<file path="src/rtl/universal_register.sv">
// universal_register: WIDTH-bit register with a mode select.
//   Modes: hold, masked parallel load, logical shift left/right with serial
//   fill, rotate left/right, increment and decrement. A registered carry
//   captures the shifted-out bit, the increment carry or the decrement borrow.
//
// Ports:
//   clk     - rising-edge clock
//   rst_n   - asynchronous active-low reset (q=RESET_VALUE, carry=0)
//   enable  - when 0, q and carry hold for every mode
//   mode    - operation select (see universal_register_pkg::mode_e)
//   d       - parallel load data
//   wmask   - per-bit load mask, only meaningful in LOAD
//   ser_in  - serial fill bit for SHL/SHR
//   q       - registered value
//   q_comp  - ~q (combinational)
//   carry   - registered carry / borrow / shifted-out bit
//   zero    - q == 0 (combinational)

package universal_register_pkg;
  typedef enum logic [2:0] {
    MODE_HOLD = 3'b000,
    MODE_LOAD = 3'b001,
    MODE_SHL  = 3'b010,
    MODE_SHR  = 3'b011,
    MODE_ROTL = 3'b100,
    MODE_ROTR = 3'b101,
    MODE_INC  = 3'b110,
    MODE_DEC  = 3'b111
  } mode_e;
endpackage

// One bit of the register. Each bit sees its candidate next values (already
// routed from its neighbours by the top) and selects by mode. The flop clears
// or presets asynchronously according to its RESET_VALUE bit.
module universal_register_bit
  import universal_register_pkg::*;
#(
  parameter logic RST_BIT = 1'b0
) (
  input  logic       clk,
  input  logic       rst_n,
  input  logic       enable,
  input  logic [2:0] mode,
  input  logic       ld_bit,
  input  logic       shl_bit,
  input  logic       shr_bit,
  input  logic       rotl_bit,
  input  logic       rotr_bit,
  input  logic       inc_bit,
  input  logic       dec_bit,
  output logic       q_bit
);
  logic nxt;

  always_comb begin
    nxt = q_bit;
    case (mode)
      MODE_HOLD: nxt = q_bit;
      MODE_LOAD: nxt = ld_bit;
      MODE_SHL:  nxt = shl_bit;
      MODE_SHR:  nxt = shr_bit;
      MODE_ROTL: nxt = rotl_bit;
      MODE_ROTR: nxt = rotr_bit;
      MODE_INC:  nxt = inc_bit;
      MODE_DEC:  nxt = dec_bit;
      default:   nxt = q_bit;
    endcase
  end

  always_ff @(posedge clk or negedge rst_n) begin
    if (!rst_n)      q_bit <= RST_BIT;
    else if (enable) q_bit <= nxt;
  end
endmodule

module universal_register
  import universal_register_pkg::*;
#(
  parameter int               WIDTH       = 32,
  parameter logic [WIDTH-1:0] RESET_VALUE = '0
) (
  input  logic             clk,
  input  logic             rst_n,
  input  logic             enable,
  input  logic [2:0]       mode,
  input  logic [WIDTH-1:0] d,
  input  logic [WIDTH-1:0] wmask,
  input  logic             ser_in,
  output logic [WIDTH-1:0] q,
  output logic [WIDTH-1:0] q_comp,
  output logic             carry,
  output logic             zero
);
  localparam logic [WIDTH-1:0] ONE = {{(WIDTH-1){1'b0}}, 1'b1};

  // Candidate next values for every mode, computed as whole vectors so the
  // per-bit cells only have to pick one.
  logic [WIDTH-1:0] ld_v, shl_v, shr_v, rotl_v, rotr_v, inc_v, dec_v;
  logic             carry_nxt;

  always_comb begin
    ld_v   = (q & ~wmask) | (d & wmask);
    shl_v  = {q[WIDTH-2:0], ser_in};
    shr_v  = {ser_in, q[WIDTH-1:1]};
    rotl_v = {q[WIDTH-2:0], q[WIDTH-1]};
    rotr_v = {q[0], q[WIDTH-1:1]};
    inc_v  = q + ONE;
    dec_v  = q - ONE;
  end

  genvar i;
  generate
    for (i = 0; i < WIDTH; i++) begin : g_bit
      universal_register_bit #(.RST_BIT(RESET_VALUE[i])) u_bit (
        .clk      (clk),
        .rst_n    (rst_n),
        .enable   (enable),
        .mode     (mode),
        .ld_bit   (ld_v[i]),
        .shl_bit  (shl_v[i]),
        .shr_bit  (shr_v[i]),
        .rotl_bit (rotl_v[i]),
        .rotr_bit (rotr_v[i]),
        .inc_bit  (inc_v[i]),
        .dec_bit  (dec_v[i]),
        .q_bit    (q[i])
      );
    end
  endgenerate

  // Carry: wrap detection uses the pre-edge q, so INC carries only from all
  // ones and DEC borrows only from zero. An unrecognised mode holds.
  always_comb begin
    carry_nxt = carry;
    case (mode)
      MODE_HOLD: carry_nxt = carry;
      MODE_LOAD: carry_nxt = 1'b0;
      MODE_SHL:  carry_nxt = q[WIDTH-1];
      MODE_SHR:  carry_nxt = q[0];
      MODE_ROTL: carry_nxt = q[WIDTH-1];
      MODE_ROTR: carry_nxt = q[0];
      MODE_INC:  carry_nxt = &q;
      MODE_DEC:  carry_nxt = ~|q;
      default:   carry_nxt = carry;
    endcase
  end

  always_ff @(posedge clk or negedge rst_n) begin
    if (!rst_n)      carry <= 1'b0;
    else if (enable) carry <= carry_nxt;
  end

  assign q_comp = ~q;
  assign zero   = ~|q;
endmodule

</file>
<file path="config.mk">
export PLATFORM = sky130hd
export DESIGN_NAME = universal_register
export DESIGN_NICKNAME = d
export VERILOG_FILES = /design/src/rtl/universal_register.sv
export SDC_FILE = /design/constraint.sdc
export NUM_CORES = 1
export LEC_CHECK = 0
export CAP_MARGIN = 20
export CORE_ASPECT_RATIO = 0.7
export CORE_MARGIN = 5
export CORE_UTILIZATION = 35
export CTS_BUF_LIST = sky130_fd_sc_hd__clkbuf_4
export DETAILED_ROUTE_END_ITERATION = 8
export SLEW_MARGIN = 15
export SYNTH_ARGS = -nofsm -noshare
export SYNTH_HDL_FRONTEND = slang
export SYNTH_HIERARCHICAL = 1
export SYNTH_SLANG_ARGS = --single-unit
</file>
<file path="constraint.sdc">
create_clock -name clk -period 2.25 [get_ports clk]
set_input_delay 0.675 -clock clk [delete_from_list [all_inputs] [get_ports clk]]
set_output_delay 0.675 -clock clk [all_outputs]
set_load 0.01 [all_outputs]
</file>
# Word level (Yosys, flattened, before mapping)
# Cells that the tools add are included.
[classes]
muxes = 33
multipliers = 0
n_reduce_logical = 7
div = 0
bitwise_logic = 6
n_addsub = 2
eq_ne = 7
n_shift = 0
order_cmp = 0
[op_table]
columns = ["cell", "n"]
rows = [
  ["$pmux W1 S5", 31],
  ["$and A32 B32 Y32", 2],
  ["$not A32 Y32", 2],
  ["$add A32 B1 Y32 const B", 1],
  ["$or A32 B32 Y32", 1],
  ["$reduce_and A32 Y1", 1],
  ["$reduce_or A32 Y1", 1],
  ["$sub A32 B1 Y32 const B", 1],
  ["$eq A3 B3 Y1 const B", 4],
  ["$pmux W1 S6", 2],
  ["$eq A3 B2 Y1 const B", 2],
  ["$reduce_or A2 Y1", 2],
  ["$eq A3 B1 Y1 const B", 1],
  ["$logic_not A3 Y1", 1],
  ["$reduce_and A2 Y1", 1],
  ["$logic_not A1 Y1", 1],
  ["$not A1 Y1", 1],
]
[totals]
ramBits = 0
elab_cells = 88
memories = 0
output_inout_bits = 66
latchBits = 0
inputBits = 71
mem_bits_ro = 0
ff_bits = 33

# Logic depth before layout (Yosys ltp)
# Gate-level depths: netlist of the first run.
[logic_depth]
ltp_word = 4
depth_mapped = 10
mapped_depth_nobuf = 9

# By module
# Netlist of the first run, hierarchy kept.
[by_module_without_submodules]
columns = ["module", "seq_area_each_um2", "instances", "cells_each", "area_each_um2"]
rows = [
  ["universal_register_bit", 25.0, 32, 9, 97.6],
  ["universal_register", 25.0, 1, 286, 1752.9],
]

# Worst setup path after synthesis of the first run
# Ideal clock, no wire load.
[synth_timing]
path_type = "register -> output"
startpoint = "register g_bit[2].u_bit.q_bit"
endpoint = "output zero"
setup_slack_ns = -0.381
required_ns = 1.575
path_buffers = 1
stages_incl_launch_ff = 7
t_arrival_ns = 1.956
cell_sequence = "dfrtp_1 buf_6 or4_4 nor3_4 and2_2 nand2_1 nor4b_2"
[synth_between]
elab_chain_cells = 2
[synth_lines]
columns = ["item", "line", "rtl"]
rows = [
  ["start: declaration", "51", "output logic q_bit"],
  ["start signal: assignment", "72", "else if (enable) q_bit <= nxt;"],
  ["$reduce_or A32 Y1", "154", "assign zero = ~|q;"],
  ["$logic_not A1 Y1", "154", ""],
  ["end: declaration", "92", "output logic zero"],
]
# No other way between the ends.

# Final worst setup path of the first run
[layout_timing]
startpoint = "register g_bit[5].u_bit.q_bit"
endpoint = "output zero"
[layout_between]
elab_chain_cells = 2
[layout_lines]
columns = ["item", "line"]
rows = [
  ["start: declaration", "51"],
  ["start signal: assignment", "72"],
  ["$reduce_or A32 Y1", "154"],
  ["$logic_not A1 Y1", "154"],
]
# No other way between the ends.

==> impl_metrics.toml, run 1 <==
[synthesis]
ys_types = 43
syn-mean-instance-area_um2 = 8.49
synthCells = 574
syn-num-nets = 648
ys_ff_latch = 33
synth_warnings = 6
netlist_area_um2 = 4880
ys_seq_area_frac = 0.169

[clocking]
clkSlewWorstSetupHoldPaths_ns = 0.11
cts_htree_levels = 2
root_buffer = "clkbuf_4"
hold_buffers = 0
cts_num_sinks = 33
clk_path_buf_depth = 2
clk_latency_ns = 0.34
cts_inserted_buffers = 5
cts_tree = "built"

[place]
numPortBuffers = 136
place_area_um2 = 7280
numPlacedInstances = 988
place.detailed.hpwl_um = 12600
routabilityCongestion = 0.795

[worst_setup_path]
cp_max_fo = 2
reg2regPathDepth = 9
crit_required_ns = 1.57
critPathCaptureType = "output port"
path_cells = "or4_4, nor3_4, and2_4, nand2_4, nor4b_4, buf_2"
slowest_stage = "or4_4"
slowest_delay_ns = 0.54
critPathBufInv = 1
worst_ep_arrival_time_ns = 2.03
cp.depth = 6
critPathKind = "register to output port"
start_kind = "register"
cp_top_family = "simple AND/OR/NAND/NOR gates"

[cells_and_area]
layout_common_cells = "96 x mux2i_1, 96 x clkdlybuf4s50_1, 94 x buf_4, 78 x nand2_1, 60 x inv_1"
fin_cells = 1012
final_area_um2 = 7650
synthToLayoutAreaGrowth_pct = 56.8
n_antenna_cell = 0
utilization = 0.555
nNetsFinal = 895
layout-drive-gt1-share = 0.271
fillers = 1296

[detailed_routing]
viasPerCell = 5.32
vias = 5385
avgRoutedWirePerCell_um = 16.2
ant_nets = 0
drc = 0
dr.pass1.iters = 5
drt_iter0_markers = 375
wl_um = 16400

[die]
die_h_um = 109
io_pins = 137
die_x_um = 151
start_util = 0.354
rows = 36
dieArea_um2 = 16400
design.core.area_um2 = 13800

[outcome]
violations = "setup timing"
run_status = "finished with violations"

[power_and_ir_drop]
total_power_mw = 6.08
peakVddDrop_uv = 327
leakage_nw = 3.21
pwr_density_cell_nw_per_um2 = 796

[sta]
rsz0062_at_grt = "true"
worst_slack_ns = -0.454
hold_violations = 0
setup_viol = 26
max-slew-margin-rel = 0.638
report.final.slew_viol_count = 0
clock.fmax_mhz = 370
worst_pin_slew_ns = 0.538
period_share = 1.20
skew_ns = 0.0138
fin_crit_ns = 2.70

[grt]
first_global_vias = 5214
grt_start_max_net_pins = 32
track_usage = 0.194
antenna_found_initial = 0
grt_pass1_wl_um = 26200
overflow = 0

[worst_hold_path]
hp-class = "input pin to asynchronous set/reset pin"

[run]
max-cap-violations = 0
==> metrics by stage <==
step | TNS [ns] | worst slack [ns] | hold WS (ns)
final | -6.05 | -0.454 | 0.224
after global routing | -9.02 | -0.531 | 0.232
after CTS | -6.19 | -0.476 | 0.229
after detailed placement | -8.06 | -0.604 | 0.599
after global placement | -7.01 | -0.586 | 0.599
after floorplan | -5.22 | -0.303 | 0.379
==> power by group <==
| group | total [mW] | internal, mW | switching [mW] | leakage (nW) |
|---|---|---|---|---|
| Combinational | 4.76 | 2.42 | 2.34 | 2.76 |
| Clock | 0.373 | 0.161 | 0.212 | 0.0368 |
| Sequential | 0.953 | 0.789 | 0.164 | 0.415 |
==> state kept, by name, summed over array words and instances (netlist names) <==
signal,cells
carry,1
g_bit.u_bit/q_bit,32
==> final cells by class <==
class | instances | area, µm² | share of cell area
well taps | 190 | 238 | 0.0311
multi-input cells | 463 | 3920 | 0.512
repair buffers | 251 | 2340 | 0.306
inverters | 67 | 255 | 0.0334
flip-flops and latches | 33 | 840 | 0.110
clock buffers | 8 | 60.1 | 0.00785
==> routing by layer <==
metal | track usage | vias to the layer above | wire, µm | share of wire
met5 | 0 | - | 0 | 0
met3 | 0.0361 | 12 | 1190 | 0.072
met1 | 0.283 | 2563 | 7760 | 0.47
met2 | 0.304 | 203 | 7370 | 0.45
met4 | 0.0330 | 0 | 100 | 0.0061
li1 | - | 2607 | - | -
==> Yosys cell counts (all sizes together) <==
library cell / instances / area [µm²]
mux2i: 96 / 961
nand2: 81 / 304
inv: 67 / 251
o21ai: 66 / 330
xnor2: 55 / 482
o31ai: 35 / 263
dfrtp: 33 / 826
mux4: 32 / 721
nor2: 17 / 68.8
nand3: 16 / 90.1
nand4: 14 / 87.6
nor3: 14 / 91.3
nor4: 9 / 90.1
clkbuf: 7 / 28.8
and4: 4 / 37.5
buf: 4 / 28.8
or4: 4 / 41.3
ha: 3 / 37.5
a31oi: 2 / 12.5
and3: 2 / 12.5
nor4b: 2 / 23.8
or3: 2 / 12.5
xor2: 2 / 17.5
and2: 1 / 7.51
mux2: 1 / 11.3
nand4b: 1 / 8.76
nor3b: 1 / 7.51
o211ai: 1 / 7.51
o221ai: 1 / 8.76
or2: 1 / 6.26
==> worst paths after layout <==
| kind | from | endpoint | slack (ns) |
|---|---|---|---|
| worst max-delay path | g_bit[5].u_bit/q_bit$_DFFE_PN0P_ | zero | -0.45 |
| worst min-delay path | rst_n | g_bit[19].u_bit/q_bit$_DFFE_PN0P_ | 0.22 |
| worst max register to register | g_bit[5].u_bit/q_bit$_DFFE_PN0P_ | g_bit[11].u_bit/q_bit$_DFFE_PN0P_ | -0.37 |
| worst min register to register | g_bit[13].u_bit/q_bit$_DFFE_PN0P_ | g_bit[13].u_bit/q_bit$_DFFE_PN0P_ | 0.69 |
| max in group asynchronous | rst_n | g_bit[31].u_bit/q_bit$_DFFE_PN0P_ | 1.53 |
| min in group clk | g_bit[13].u_bit/q_bit$_DFFE_PN0P_ | g_bit[13].u_bit/q_bit$_DFFE_PN0P_ | 0.69 |
==> cell families after synthesis <==
group / after synthesis / synth area share
and+or+nand+nor: 169 / 0.182
muxes: 129 / 0.347
AOI/OAI and AO/OA: 105 / 0.128
buffers and inverters: 78 / 0.0634
xor gates and xnor gates: 57 / 0.102
DFF: 33 / 0.169
adders and majority gates: 3 / 0.00770
==> repair_timing <==
item | CTS | global route
gates resized for setup | 64 | 40
pin swaps | 8 | 11
setup endpoints to repair | 55 | 39
setup buffers | 8 | 10
(Power assumes the default switching activity.)
==> run 2: changes to the inputs <==
--- a/config.mk
+++ b/config.mk
@@ -5,7 +5,7 @@
 export SDC_FILE = /design/constraint.sdc
 export NUM_CORES = 1
 export LEC_CHECK = 0
-export CAP_MARGIN = 20
+export CAP_MARGIN = 40
 export CORE_ASPECT_RATIO = 0.7
 export CORE_MARGIN = 5
 export CORE_UTILIZATION = 35
==> results of run 2 <==
The final DEF is identical to that of run 1; final timing and power are the same.
==> run 3: changes to the inputs <==
--- a/config.mk
+++ b/config.mk
@@ -7,7 +7,6 @@
 export LEC_CHECK = 0
 export CAP_MARGIN = 40
 export CORE_ASPECT_RATIO = 0.7
-export CORE_MARGIN = 5
 export CORE_UTILIZATION = 35
 export CTS_BUF_LIST = sky130_fd_sc_hd__clkbuf_4
 export DETAILED_ROUTE_END_ITERATION = 8
==> run 3 against run 2 <==
Against the previous run: the flow still finishes with violations (setup timing); largest power group unchanged; sequential cell count unchanged; critical path type unchanged; combinational power increased by 8.4%; cell count increased by 0.79%; routed wire length decreased by 0.96%; register-to-register slack got worse by 0.10 ns; worst hold slack improved by 0.12 ns; utilization increased by 4.9 points; power increased by 8.0%.
==> impl_metrics.toml, run 3 (same netlist as run 1, synthesis figures left out) <==
[worst_setup_path]
worst_ep_arrival_time_ns = 2.13
start_kind = "register"
crit_start = "g_bit[2].u_bit/q_bit$_DFFE_PN0P_"
slowest_stage = "or4_4"
critPathCaptureType = "output port"
critPathKind = "register to output port"
critPathBufInv = 1
r2r-start = "g_bit[2].u_bit/q_bit$_DFFE_PN0P_"
slowest_delay_ns = 0.56
cp_max_fo = 2
cp_top_family = "simple AND/OR/NAND/NOR gates"
path_cells = "or4_4, nor3_4, and2_4, nand2_4, nor4b_4, buf_2"
crit_required_ns = 1.57

[power_and_ir_drop]
peakVddDrop_uv = 389
pwr_density_cell_nw_per_um2 = 815
leakage_nw = 3.36
intPower_mw = 3.61
sw_frac_of_total = 0.450
total_power_mw = 6.57
p_seq_frac = 0.141
power_switching_mw = 2.96
p_comb_frac = 0.786
clockPowerShare = 0.073

[cells_and_area]
regMostFlops = "g_bit.u_bit/q_bit"
top_regs = "g_bit.u_bit/q_bit: 32 flops, carry: 1 flops"
layout_common_cells = "106 x buf_4, 100 x clkdlybuf4s50_1, 96 x mux2i_1, 76 x nand2_1, 59 x inv_1"
synthToLayoutAreaGrowth_pct = 65.3
n_antenna_cell = 0
fin_cells = 1020
final_common_cell = "buf_4"
layout-drive-gt1-share = 0.326
largest_reg_flops = 32
nNetsFinal = 908

[sta]
hold_violations = 0
period_share = 1.25
worst_slack_ns = -0.559
skew_ns = 0.00641
worst_pin_slew_ns = 0.458
rsz0062_at_grt = "true"
clock.fmax_mhz = 356
tns_ns = -8.75
report.final.slew_viol_count = 0
setup_viol = 26
max-slew-margin-rel = 0.695
fin_crit_ns = 2.81

[detailed_routing]
drt_iter0_markers = 228
routed-wl-met3_um = 1070
dr.pass1.iters = 4
wl_met2_um = 7260
viasPerCell = 5.30
dr.max_layer_used = "met4"
wl_um = 16300
vias = 5404
ant_nets = 0
avgRoutedWirePerCell_um = 15.9
drc = 0
drt-met1-wl_um = 7770

[worst_hold_path]
hp-class = "input pin to asynchronous set/reset pin"

[clocking]
clk_path_buf_depth = 2
cts_tree = "built"
clkSlewWorstSetupHoldPaths_ns = 0.12
clk_latency_ns = 0.36
cts_num_sinks = 33
cts_inserted_buffers = 5
cts_htree_levels = 2
root_buffer = "clkbuf_4"

[die]
die_h_um = 101
design.core.area_um2 = 13400
rows = 35
start_util = 0.365
die_x_um = 143
io_pins = 137
dieArea_um2 = 14400

[grt]
first_global_vias = 5110
grt_pass1_wl_um = 25900
antenna_found_initial = 0
grt_start_max_net_pins = 35
track_usage = 0.227
overflow = 0

[outcome]
violations = "setup timing"
run_status = "finished with violations"

[place]
place.detailed.hpwl_um = 11900
numPortBuffers = 136
numPlacedInstances = 987
routabilityCongestion = 0.815

[run]
max-cap-violations = 0
-- run 3: changes by cell type in the layout (fill, tap and decap cells not counted), sizes merged --
cell and change:
dlymetal6s2s -3, buf +13, clkinvlp +2, clkinv +1, clkbuf -5, dlygate4sd2 +1
bufinv +1, inv -1, clkdlybuf4s50 +4
-- run 3: per-layer routing --
metal / up-vias / track usage
met5: - / 0
met4: 0 / 0.0447
met3: 20 / 0.0290
met2: 183 / 0.356
met1: 2554 / 0.333
li1: 2647 / -
-- run 3: layout make-up --
type / count / area, µm²
Tap cell: 185 / 231
Sequential cell: 33 / 838
Clock buffer: 5 / 37.5
Inverter: 67 / 259
Fill cell: 1173 / 5300
Multi-Input combinational cell: 463 / 4240
Clock inverter: 3 / 46.3
Timing Repair Buffer: 264 / 2410
-- run 3: path summary, 6_finish.rpt --
check / to / slack [ns] / cells after the start
min reg2reg: g_bit[27].u_bit/q_bit$_DFFE_PN0P_ / 0.68 / 3
min: g_bit[20].u_bit/q_bit$_DFFE_PN0P_ / 0.34 / 2
max reg2reg: g_bit[25].u_bit/q_bit$_DFFE_PN0P_ / -0.47 / 12
max: zero / -0.56 / 6
max in group asynchronous: g_bit[5].u_bit/q_bit$_DFFE_PN0P_ / 1.57 / 2
min in group clk: g_bit[27].u_bit/q_bit$_DFFE_PN0P_ / 0.68 / 3
-- run 3: power by group through the flow --
stage	logic (mW)	registers (mW)	clock network [mW]
4_1_cts	4.95	0.924	0.492
3_3_place_gp	4.46	0.913	0
6_report	5.16	0.929	0.480
3_5_place_dp	4.53	0.925	0
5_1_grt	5.58	0.953	0.503
2_1_floorplan	2.03	1.28	0
-- run 3: repair_timing --
action,in CTS,in global routing
cloned,0,0
hold buffers,0,0
endpoints found under the setup margin,59,32
resized for setup,113,51
pin swaps,28,32
setup buffers,17,16
-- run 3: stage by stage --
stage | hold slack (ns) | utilization | area [µm²] | setup slack, ns
after global placement | 0.646 | 0.543 | 7260 | -0.589
after CTS | 0.342 | 0.582 | 7770 | -0.493
after floorplan | 0.379 | - | 4920 | -0.303
final | 0.342 | 0.603 | 8060 | -0.559
after detailed placement | 0.658 | 0.543 | 7260 | -0.589
after global routing | 0.371 | 0.603 | 8060 | -0.647
